**config.mk**
```make
export PLATFORM = sky130hd
export DESIGN_NAME = qpd_request_sequencer_flat
export DESIGN_NICKNAME = d
export VERILOG_FILES = /design/src/rtl/qpd_request_sequencer_if.sv /design/src/rtl/qpd_request_sequencer.sv /design/src/flat_wrapper.sv
export SDC_FILE = /design/constraint.sdc
export NUM_CORES = 1
export LEC_CHECK = 0
export CAP_MARGIN = 20
export CELL_PAD_IN_SITES_DETAIL_PLACEMENT = 1
export CELL_PAD_IN_SITES_GLOBAL_PLACEMENT = 1
export CORE_MARGIN = 1.5
export CORE_UTILIZATION = 45
export DETAILED_ROUTE_END_ITERATION = 10
export DONT_BUFFER_PORTS = 1
export MAX_ROUTING_LAYER = met4
export PLACE_DENSITY_LB_ADDON = 0.08
export SLEW_MARGIN = 20
export SYNTH_ARGS = -nofsm -noshare
export SYNTH_HDL_FRONTEND = slang
export SYNTH_SLANG_ARGS = --single-unit
```
**constraint.sdc**
```tcl
create_clock -name sclock -period 2.1 [get_ports sclock]
set_clock_uncertainty 0.15 [all_clocks]
set_input_delay 0.42 -clock sclock [delete_from_list [all_inputs] [get_ports sclock]]
set_output_delay 0.42 -clock sclock [all_outputs]
set_load 0.02 [all_outputs]
```
**src/rtl/qpd_request_sequencer_if.sv**
```systemverilog
// Handshake bundle between the config/delay-block side and qpd_request_sequencer.
// The sequencer uses the slave modport; the request/trigger source uses master.
interface qpd_request_sequencer_if;
    logic        start;
    logic [7:0]  req_count;
    logic [7:0]  count_quater_period;
    logic        rt;
    logic        trigger;
    logic        busy;
    logic        done;
    logic [1:0]  status;
    logic [15:0] latency;
    logic        stray;
    logic        lat_err;

    modport master (
        output start, req_count, trigger,
        input  count_quater_period, rt, busy, done, status, latency, stray, lat_err
    );

    modport slave (
        input  start, req_count, trigger,
        output count_quater_period, rt, busy, done, status, latency, stray, lat_err
    );
endinterface

```
**src/rtl/qpd_request_sequencer.sv**
```systemverilog
// Quarter-period-delay request initiator: sends a delay word plus rt strobe, times the returned trigger.
// Optional latency check is built when QPD_SEQ_LAT_CHECK_EN is defined; otherwise lat_err is tied 0.
module qpd_request_sequencer #(
    parameter int unsigned RT_CYCLES      = 4,
    parameter int unsigned TIMEOUT_CYCLES = 1024,
    parameter int unsigned PIPE_LAT       = 2
) (
    input logic                    sclock,
    input logic                    rstn,
    qpd_request_sequencer_if.slave qif
);

    typedef enum logic [2:0] {S_IDLE, S_LOAD, S_ASSERT, S_WAIT, S_DONE} state_t;
    typedef enum logic [1:0] {ST_OK = 2'd0, ST_TIMEOUT = 2'd1, ST_DUP_SKIP = 2'd2} status_t;

    localparam logic [15:0] RT_LAST      = 16'(RT_CYCLES - 1);
    localparam logic [15:0] TIMEOUT_LAST = 16'(TIMEOUT_CYCLES - 1);

    state_t      state, state_nx;
    logic        trig_q;
    logic        rise;
    logic [7:0]  req_q;
    logic [7:0]  cqp;
    logic [15:0] phase_cnt;
    logic [15:0] lat_cnt;
    status_t     status_r;
    logic [15:0] latency_r;
    logic        stray_r;

    logic        accept;
    logic        fin;
    status_t     fin_status;
    logic [15:0] fin_latency;

    assign rise = qif.trigger & ~trig_q;

    always_comb begin
        state_nx    = state;
        accept      = 1'b0;
        fin         = 1'b0;
        fin_status  = ST_OK;
        fin_latency = '0;
        case (state)
            S_IDLE: begin
                if (qif.start) begin
                    accept = 1'b1;
                    // The delay block only arms on a changed word, so a repeat is skipped.
                    if (qif.req_count == cqp) begin
                        state_nx   = S_DONE;
                        fin        = 1'b1;
                        fin_status = ST_DUP_SKIP;
                    end else begin
                        state_nx = S_LOAD;
                    end
                end
            end
            S_LOAD: state_nx = S_ASSERT;
            S_ASSERT: begin
                if (rise) begin
                    state_nx    = S_DONE;
                    fin         = 1'b1;
                    fin_latency = lat_cnt;
                end else if (phase_cnt == RT_LAST) begin
                    state_nx = S_WAIT;
                end
            end
            S_WAIT: begin
                if (rise) begin
                    state_nx    = S_DONE;
                    fin         = 1'b1;
                    fin_latency = lat_cnt;
                end else if (phase_cnt == TIMEOUT_LAST) begin
                    state_nx    = S_DONE;
                    fin         = 1'b1;
                    fin_status  = ST_TIMEOUT;
                    fin_latency = '1;
                end
            end
            S_DONE:  state_nx = S_IDLE;
            default: state_nx = S_IDLE;
        endcase
    end

    always_ff @(posedge sclock or negedge rstn) begin
        if (!rstn) begin
            state     <= S_IDLE;
            trig_q    <= 1'b0;
            req_q     <= '0;
            cqp       <= '0;
            phase_cnt <= '0;
            lat_cnt   <= '0;
            status_r  <= ST_OK;
            latency_r <= '0;
            stray_r   <= 1'b0;
        end else begin
            state  <= state_nx;
            trig_q <= qif.trigger;
            if (accept)
                req_q <= qif.req_count;
            if (state == S_LOAD)
                cqp <= req_q;

            // phase_cnt times the rt window, then restarts to time the WAIT window.
            if (state == S_LOAD || (state == S_ASSERT && state_nx == S_WAIT))
                phase_cnt <= '0;
            else if (state == S_ASSERT || state == S_WAIT)
                phase_cnt <= phase_cnt + 16'd1;

            if (state == S_LOAD)
                lat_cnt <= '0;
            else if ((state == S_ASSERT || state == S_WAIT) && lat_cnt != '1)
                lat_cnt <= lat_cnt + 16'd1;

            if (fin) begin
                status_r  <= fin_status;
                latency_r <= fin_latency;
            end

            if (rise && (state == S_IDLE || state == S_LOAD || state == S_DONE))
                stray_r <= 1'b1;
            else if (accept)
                stray_r <= 1'b0;
        end
    end

    assign qif.count_quater_period = cqp;
    assign qif.rt                  = (state == S_ASSERT);
    assign qif.busy                = (state != S_IDLE);
    assign qif.done                = (state == S_DONE);
    assign qif.status              = status_r;
    assign qif.latency             = latency_r;
    assign qif.stray               = stray_r;

`ifdef QPD_SEQ_LAT_CHECK_EN
    logic lat_err_r;

    always_ff @(posedge sclock or negedge rstn) begin
        if (!rstn)
            lat_err_r <= 1'b0;
        else if (fin)
            lat_err_r <= (fin_status == ST_OK) &&
                         (fin_latency != ({8'd0, req_q} + 16'(PIPE_LAT)));
    end

    assign qif.lat_err = lat_err_r;
`else
    logic unused_pipe_lat;
    assign unused_pipe_lat = (PIPE_LAT != 0);
    assign qif.lat_err     = 1'b0;
`endif

endmodule

```
**src/flat_wrapper.sv**
```systemverilog
// flat-port wrapper written by rule: the top's interface ports become plain ports
module qpd_request_sequencer_flat 
#(
    parameter int unsigned RT_CYCLES      = 4,
    parameter int unsigned TIMEOUT_CYCLES = 1024,
    parameter int unsigned PIPE_LAT       = 2
)
  (sclock, rstn, qif_start, qif_req_count, qif_trigger, qif_count_quater_period, qif_rt, qif_busy, qif_done, qif_status, qif_latency, qif_stray, qif_lat_err);
  qpd_request_sequencer_if qif_i ();
  input logic sclock;
  input logic rstn;
  input wire logic [$bits(qif_i.start)-1:0] qif_start;
  input wire logic [$bits(qif_i.req_count)-1:0] qif_req_count;
  input wire logic [$bits(qif_i.trigger)-1:0] qif_trigger;
  output wire logic [$bits(qif_i.count_quater_period)-1:0] qif_count_quater_period;
  output wire logic [$bits(qif_i.rt)-1:0] qif_rt;
  output wire logic [$bits(qif_i.busy)-1:0] qif_busy;
  output wire logic [$bits(qif_i.done)-1:0] qif_done;
  output wire logic [$bits(qif_i.status)-1:0] qif_status;
  output wire logic [$bits(qif_i.latency)-1:0] qif_latency;
  output wire logic [$bits(qif_i.stray)-1:0] qif_stray;
  output wire logic [$bits(qif_i.lat_err)-1:0] qif_lat_err;
  assign qif_i.start = qif_start;
  assign qif_i.req_count = qif_req_count;
  assign qif_i.trigger = qif_trigger;
  assign qif_count_quater_period = qif_i.count_quater_period;
  assign qif_rt = qif_i.rt;
  assign qif_busy = qif_i.busy;
  assign qif_done = qif_i.done;
  assign qif_status = qif_i.status;
  assign qif_latency = qif_i.latency;
  assign qif_stray = qif_i.stray;
  assign qif_lat_err = qif_i.lat_err;
  qpd_request_sequencer #(.RT_CYCLES(RT_CYCLES), .TIMEOUT_CYCLES(TIMEOUT_CYCLES), .PIPE_LAT(PIPE_LAT)) u_core (.sclock(sclock), .rstn(rstn), .qif(qif_i));
endmodule
```
==> results_dict.tcl, run 1 <==
set metrics [dict create \
    status "finished, violations left" \
    violations "negative hold slack" \
    syn_nets 351 \
    syn2layout_area_growth_pct 19.2 \
    arrival_ps 2070 \
    worstPathCellList "ha_1, or4b_2, nor3_2, nand4_1, nand2_2, buf_12, nor2_1" \
    fillers 812 \
    fin_nets 391 \
    worstHoldPathType "input port to asynchronous set/reset pin" \
    ys_seq_elements 71 \
    die_x_um 91.1 \
    clock_sinks 71 \
    ctsHoldBuffers 1 \
    peakVddDrop_mv 0.812 \
    syn_area_per_cell_um2 10.4 \
    numPortBuffers 0 \
    post-place-ws_ps 36.6 \
    layout_common_cells "dfrtp_1, nand2_1, buf_4" \
    use_met3 0.0469 \
    multi_input_area_um2 1580 \
    ios 43 \
    path_clk_slew_ps 80 \
    drc 0 \
    layout_min_cycle_time_ps 1990 \
    setup_viol 0 \
    ant_nets 0 \
    synthArstFlopShare 1.00 \
    numCtsBuffers 9 \
    clk_path_buf_depth 2 \
    synth_edf_count 0 \
    grt_max_degree 72 \
    setup_slack_ps 107 \
    vias 2656 \
    hpwl_um 5870 \
    core_area_um2 7370 \
    grt_pass1_vias 2813 \
    post-route-period-util 0.949 \
    powerDensity_nw_per_um2 1240 \
    synth-seq-area-share 0.508 \
    clkLatencyLatePin_ps 340 \
    ys_types 51 \
    grt_overflow 0 \
    dieArea_um2 8310 \
    synthesis.area_um2 3500 \
    routed_wirelength_um 8710 \
    antenna_found_initial 0 \
    maxSlewViolCount 0 \
    grt_pass1_wl_um 14300 \
    clockRootBuffer "clkbuf_8" \
    use_met1 0.296 \
    drt_iter0_drc 109 \
    fmax_mhz 502 \
    use_met2 0.356 \
    ys.flop_type "dfrtp_1" \
    setup_tns_ps 0 \
    layout-drive-gt1-share 0.257 \
    cp-start-kind "register" \
    ff_latch_area_um2 1780 \
    h-tree-depth 3 \
    routedWlPerCell_um 18.1 \
    yosysWarningCount 0 \
    max_stage_delay_ps 610 \
    viasPerCell 5.52 \
    cts_tree "done" \
    p_leak_nw 2.02 \
    grtUsageTotal 0.228 \
    final_common_cell "dfrtp_1" \
    worst-setup-path-type "register to register" \
    drtPass1Iterations 4 \
    worstPathMaxFanout 12 \
    cp.required_ps 2180 \
    gp_congestion 0.773 \
    syn-instance-count 337 \
    whs_ps -390 \
    busiest_layer "met2" \
    num_rows 31 \
    hold_viol 71 \
    end_kind "register" \
    antenna_cells 0 \
    rsz0062_at_grt "no" \
    cap_violations 0 \
    start_util 0.474 \
    p_total_mw 5.17 \
    die_h_um 91.1 \
    crit_slowest_cell "or4b_2" \
]
[report_power, final]
part | switching [mW] | leakage [nW] | internal [mW] | total (mW)
Sequential | 0.317 | 0.945 | 1.67 | 1.98
Combinational | 0.844 | 0.920 | 0.658 | 1.50
Clock | 0.535 | 0.151 | 1.15 | 1.69
[stage by stage]
step	instance area [um^2]	cells	util
after floorplan	3500	337	-
after global placement	3830	464	0.519
after detailed placement	3830	464	0.519
after CTS	4150	481	0.563
after global routing	4170	481	0.566
final	4170	481	0.566
[layer usage]
metal	vias to the layer above	wire length (um)
li1	1246	-
met1	1357	4060
met2	43	4220
met3	10	320
met4	0	114
met5	-	0
[timing repair]
| action | CTS | global route |
|---|---|---|
| setup buffers | 0 | 0 |
| resized for setup | 1 | 5 |
| endpoints found under the hold margin | 72 | 71 |
| cloned | 0 | 0 |
| pin swaps | 0 | 1 |
| endpoints found under the setup margin | 1 | 28 |
[kinds of logic (layout without fill, tap and decap cells)]
family / count (synthesis) / count (layout) / synth area share
buf+inv: 23 / 68 / 0.0451
compound gates: 51 / 51 / 0.117
simple gates: 150 / 150 / 0.218
mux: 10 / 10 / 0.0308
fa+ha+maj: 2 / 2 / 0.00716
other cells: 1 / 1 / 0.00107
xor+xnor: 29 / 29 / 0.0727
flops: 71 / 71 / 0.508
[layout make-up]
cell class | count | area share
tap | 99 | 0.0297
sequential | 71 | 0.426
clock inverter | 6 | 0.0432
timing repair buffer | 44 | 0.0829
multi-input combinational | 243 | 0.380
inverter | 8 | 0.00721
clock buffer | 10 | 0.0306
[registers in the layout (all words and copies together), names as in the netlist, 2 cells and up]
register and cells:
u_core.qif.status 2, u_core.state 3, u_core.req_q 8, u_core.phase_cnt 16
u_core.qif.latency 16, u_core.qif.count_quater_period 8, u_core.lat_cnt 16
[cell usage after synthesis, types with 2 or more instances]
master | instances | area (um^2)
clkbuf_8 | 2 | 27.5
nand2b_1 | 3 | 18.8
nor3b_1 | 2 | 15.0
o211ai_1 | 4 | 30.0
nor2_1 | 42 | 158
o31ai_1 | 2 | 15.0
nand4b_1 | 2 | 17.5
xor2_1 | 10 | 87.6
buf_6 | 5 | 56.3
xnor2_1 | 19 | 166
mux2_2 | 6 | 67.6
nor2b_1 | 2 | 12.5
ha_1 | 2 | 25.0
nand2_1 | 48 | 180
nor3_1 | 9 | 45.0
nand2_2 | 3 | 18.8
nand4_1 | 9 | 56.3
a21oi_1 | 3 | 15.0
a21o_2 | 7 | 61.3
a21o_1 | 9 | 67.6
o21ai_0 | 4 | 20.0
mux2i_1 | 4 | 40.0
clkbuf_1 | 3 | 11.3
inv_1 | 8 | 30.0
nand3_1 | 13 | 65.1
nor4_1 | 2 | 12.5
nor4_4 | 2 | 42.5
and2_1 | 2 | 12.5
a31o_1 | 9 | 78.8
or4_1 | 2 | 15.0
buf_4 | 2 | 15.0
dfrtp_1 | 71 | 1780
a31o_2 | 8 | 70.1
[worst paths after layout]
path                                     startpoint                                end  slack (ps)  cells after the start
worst max-delay path            u_core.phase_cnt[0]                u_core.phase_cnt[6]         110                      7
worst min-delay path                           rstn               u_core.phase_cnt[13]        -390                      0
worst max register to register  u_core.phase_cnt[0]                u_core.phase_cnt[6]         110                      7
worst min register to register      u_core.req_q[0]  u_core.qif.count_quater_period[0]         330                      2
max in group asynchronous                      rstn              u_core.qif.latency[9]        2050                      0
min in group sclock                qif_req_count[5]                    u_core.req_q[5]          70                      1
[worst max-delay path, delay by kind of cell (launching register included)]
family,cells,cell delay (ps)
and+or+nand+nor,5,1070
adders and majority gates,1,170
DFF,1,360
buffers and inverters,1,150
Power figures use the tool's default switching activity.
==> run 2, diff against run 1 <==
==> constraint.sdc (replaced) <==
create_clock -name sclock -period 2.1 [get_ports sclock]
set_clock_uncertainty 0.15 [all_clocks]
set_input_delay 0.21 -clock sclock [delete_from_list [all_inputs] [get_ports sclock]]
set_output_delay 0.21 -clock sclock [all_outputs]
set_load 0.02 [all_outputs]
==> results_dict.tcl, run 2 (synthesized netlist as in run 1, its figures left out) <==
set metrics [dict create \
    drt-met1-wl_um 4060 \
    worstPathMaxFanout 6 \
    routedWlPerCell_um 17.6 \
    worstPathCellList "or4_1, nor3_1, nand4_1, nand2_2, clkbuf_16, nor2_1" \
    clkLatencyLatePin_ps 350 \
    reg2reg_slack_ps 90 \
    route.met2.wl_um 4260 \
    p_leak_nw 2.08 \
    layout_min_cycle_time_ps 2010 \
    path_depth 6 \
    vias 2672 \
    numCtsBuffers 9 \
    end_kind "register" \
    grt_pass1_wl_um 14800 \
    clock_sinks 71 \
    worstHoldPathType "input port to register" \
    layout.cells.non_filler 494 \
    drtPass1Iterations 4 \
    grt_max_degree 72 \
    worst-setup-path-type "register to register" \
    syn2layout_area_growth_pct 23.0 \
    cap_violations 0 \
    layout_common_cells "dfrtp_1, nand2_1, buf_4" \
    antenna_found_initial 0 \
    numPortBuffers 0 \
    grt_overflow 0 \
    peakVddDrop_mv 0.703 \
    post-place-cells 465 \
    crit_slowest_cell "or4_1" \
    ios 43 \
    start_util 0.474 \
    powerDensity_nw_per_um2 1180 \
    clockRootBuffer "clkbuf_8" \
    setup_viol 0 \
    maxSlewViolCount 0 \
    critical-path-top-delay-family "simple AND/OR/NAND/NOR gates" \
    die_x_um 91.1 \
    antenna_cells 0 \
    h-tree-depth 3 \
    num_rows 31 \
    ant_nets 0 \
    status "finished, final reports clean" \
    hold_viol 0 \
    p_total_mw 5.06 \
    crit_start "u_core.phase_cnt[7]" \
    fin_nets 404 \
    rr_worst_depth 6 \
    fmax_mhz 497 \
    final_common_cell "dfrtp_1" \
    gp_congestion 0.770 \
    layout-drive-gt1-share 0.253 \
    die_h_um 91.1 \
    r2r_start "u_core.phase_cnt[7]" \
    rsz0062_at_grt "no" \
    fillers 812 \
    cp-start-kind "register" \
    top_layer_used "met4" \
    arrival_ps 2100 \
    post-route-period-util 0.957 \
    routed-wl-met3_um 280 \
    grt_pass1_vias 2862 \
    timing.critical_path.buf_inv 1 \
    r2r-end "u_core.phase_cnt[9]" \
    routed_wirelength_um 8680 \
    path_clk_slew_ps 70 \
    drc 0 \
    setup_tns_ps 0 \
    max_stage_delay_ps 540 \
    grtUsageTotal 0.235 \
    cp.required_ps 2190 \
    hpwl_um 5780 \
    core_area_um2 7370 \
    crit_end "u_core.phase_cnt[9]" \
    drt_iter0_drc 134 \
    clk_path_buf_depth 2 \
    dieArea_um2 8310 \
    cts_tree "done" \
    viasPerCell 5.41 \
]
## run 2: cell types whose count changed in the layout (fill, tap and decap cells not counted), moves of 2 or more
cell / delta
bufinv_16: -2
clkbuf_8: +2
dlygate4sd3_1: +9
nor2_1: +2
## run 2: how the worst min path moves through the flow
| stage | start | end | slack [ps] | cells past startpoint |
|---|---|---|---|---|
| 2_1_floorplan | rstn | u_core.lat_cnt[0] | -240 | 0 |
| 6_report | qif_trigger | u_core.qif.stray | 160 | 4 |
| 5_1_grt | qif_trigger | u_core.qif.stray | 170 | 4 |
| 4_1_cts | qif_trigger | u_core.qif.stray | 140 | 4 |
| 3_3_place_gp | rstn | u_core.phase_cnt[14] | -230 | 0 |
| 3_5_place_dp | rstn | u_core.phase_cnt[13] | -230 | 0 |
## run 2: layer usage
metal	up-vias	track usage
li1	1273	-
met4	0	0.0742
met5	-	-
met2	40	0.368
met3	10	0.0561
met1	1349	0.301
## run 2: worst register-to-register path: stages (launching register included)
cell and delay, ps:
dfrtp_1 430, or4_1 540, nor3_1 190, nand4_1 180, nand2_2 190, clkbuf_16 180
nor2_1 50
## run 2: per-stage QoR
stage	util	hold slack (ps)	instance area (um^2)	setup WS (ps)
after floorplan	-	-236	3500	61.1
after global placement	0.520	-233	3830	139
after detailed placement	0.520	-233	3830	67.7
after CTS	0.576	141	4240	12.8
after global routing	0.584	174	4300	10.8
final	0.584	156	4300	89.3
## run 2: layout make-up
class	count	area (um^2)	area share
clock buffers	11	151	0.0352
clock inverters	5	128	0.0297
well taps	99	124	0.0288
inverters	8	30.0	0.00698
flip-flops and latches	71	1780	0.413
multi-input cells	243	1580	0.368
repair buffers	57	507	0.118
## run 2: power by group
group	leakage (nW)	switching, mW	internal, mW
Clock	0.136	0.529	0.974
Sequential	0.945	0.315	1.67
Combinational	0.998	0.859	0.720
Total	2.08	1.70	3.36
## run 2: repair_timing
action,CTS,global route
buffers inserted,0,1
hold buffers,11,0
endpoints found under the setup margin,0,33
endpoints found under the hold margin,80,0
gates resized for setup,0,5
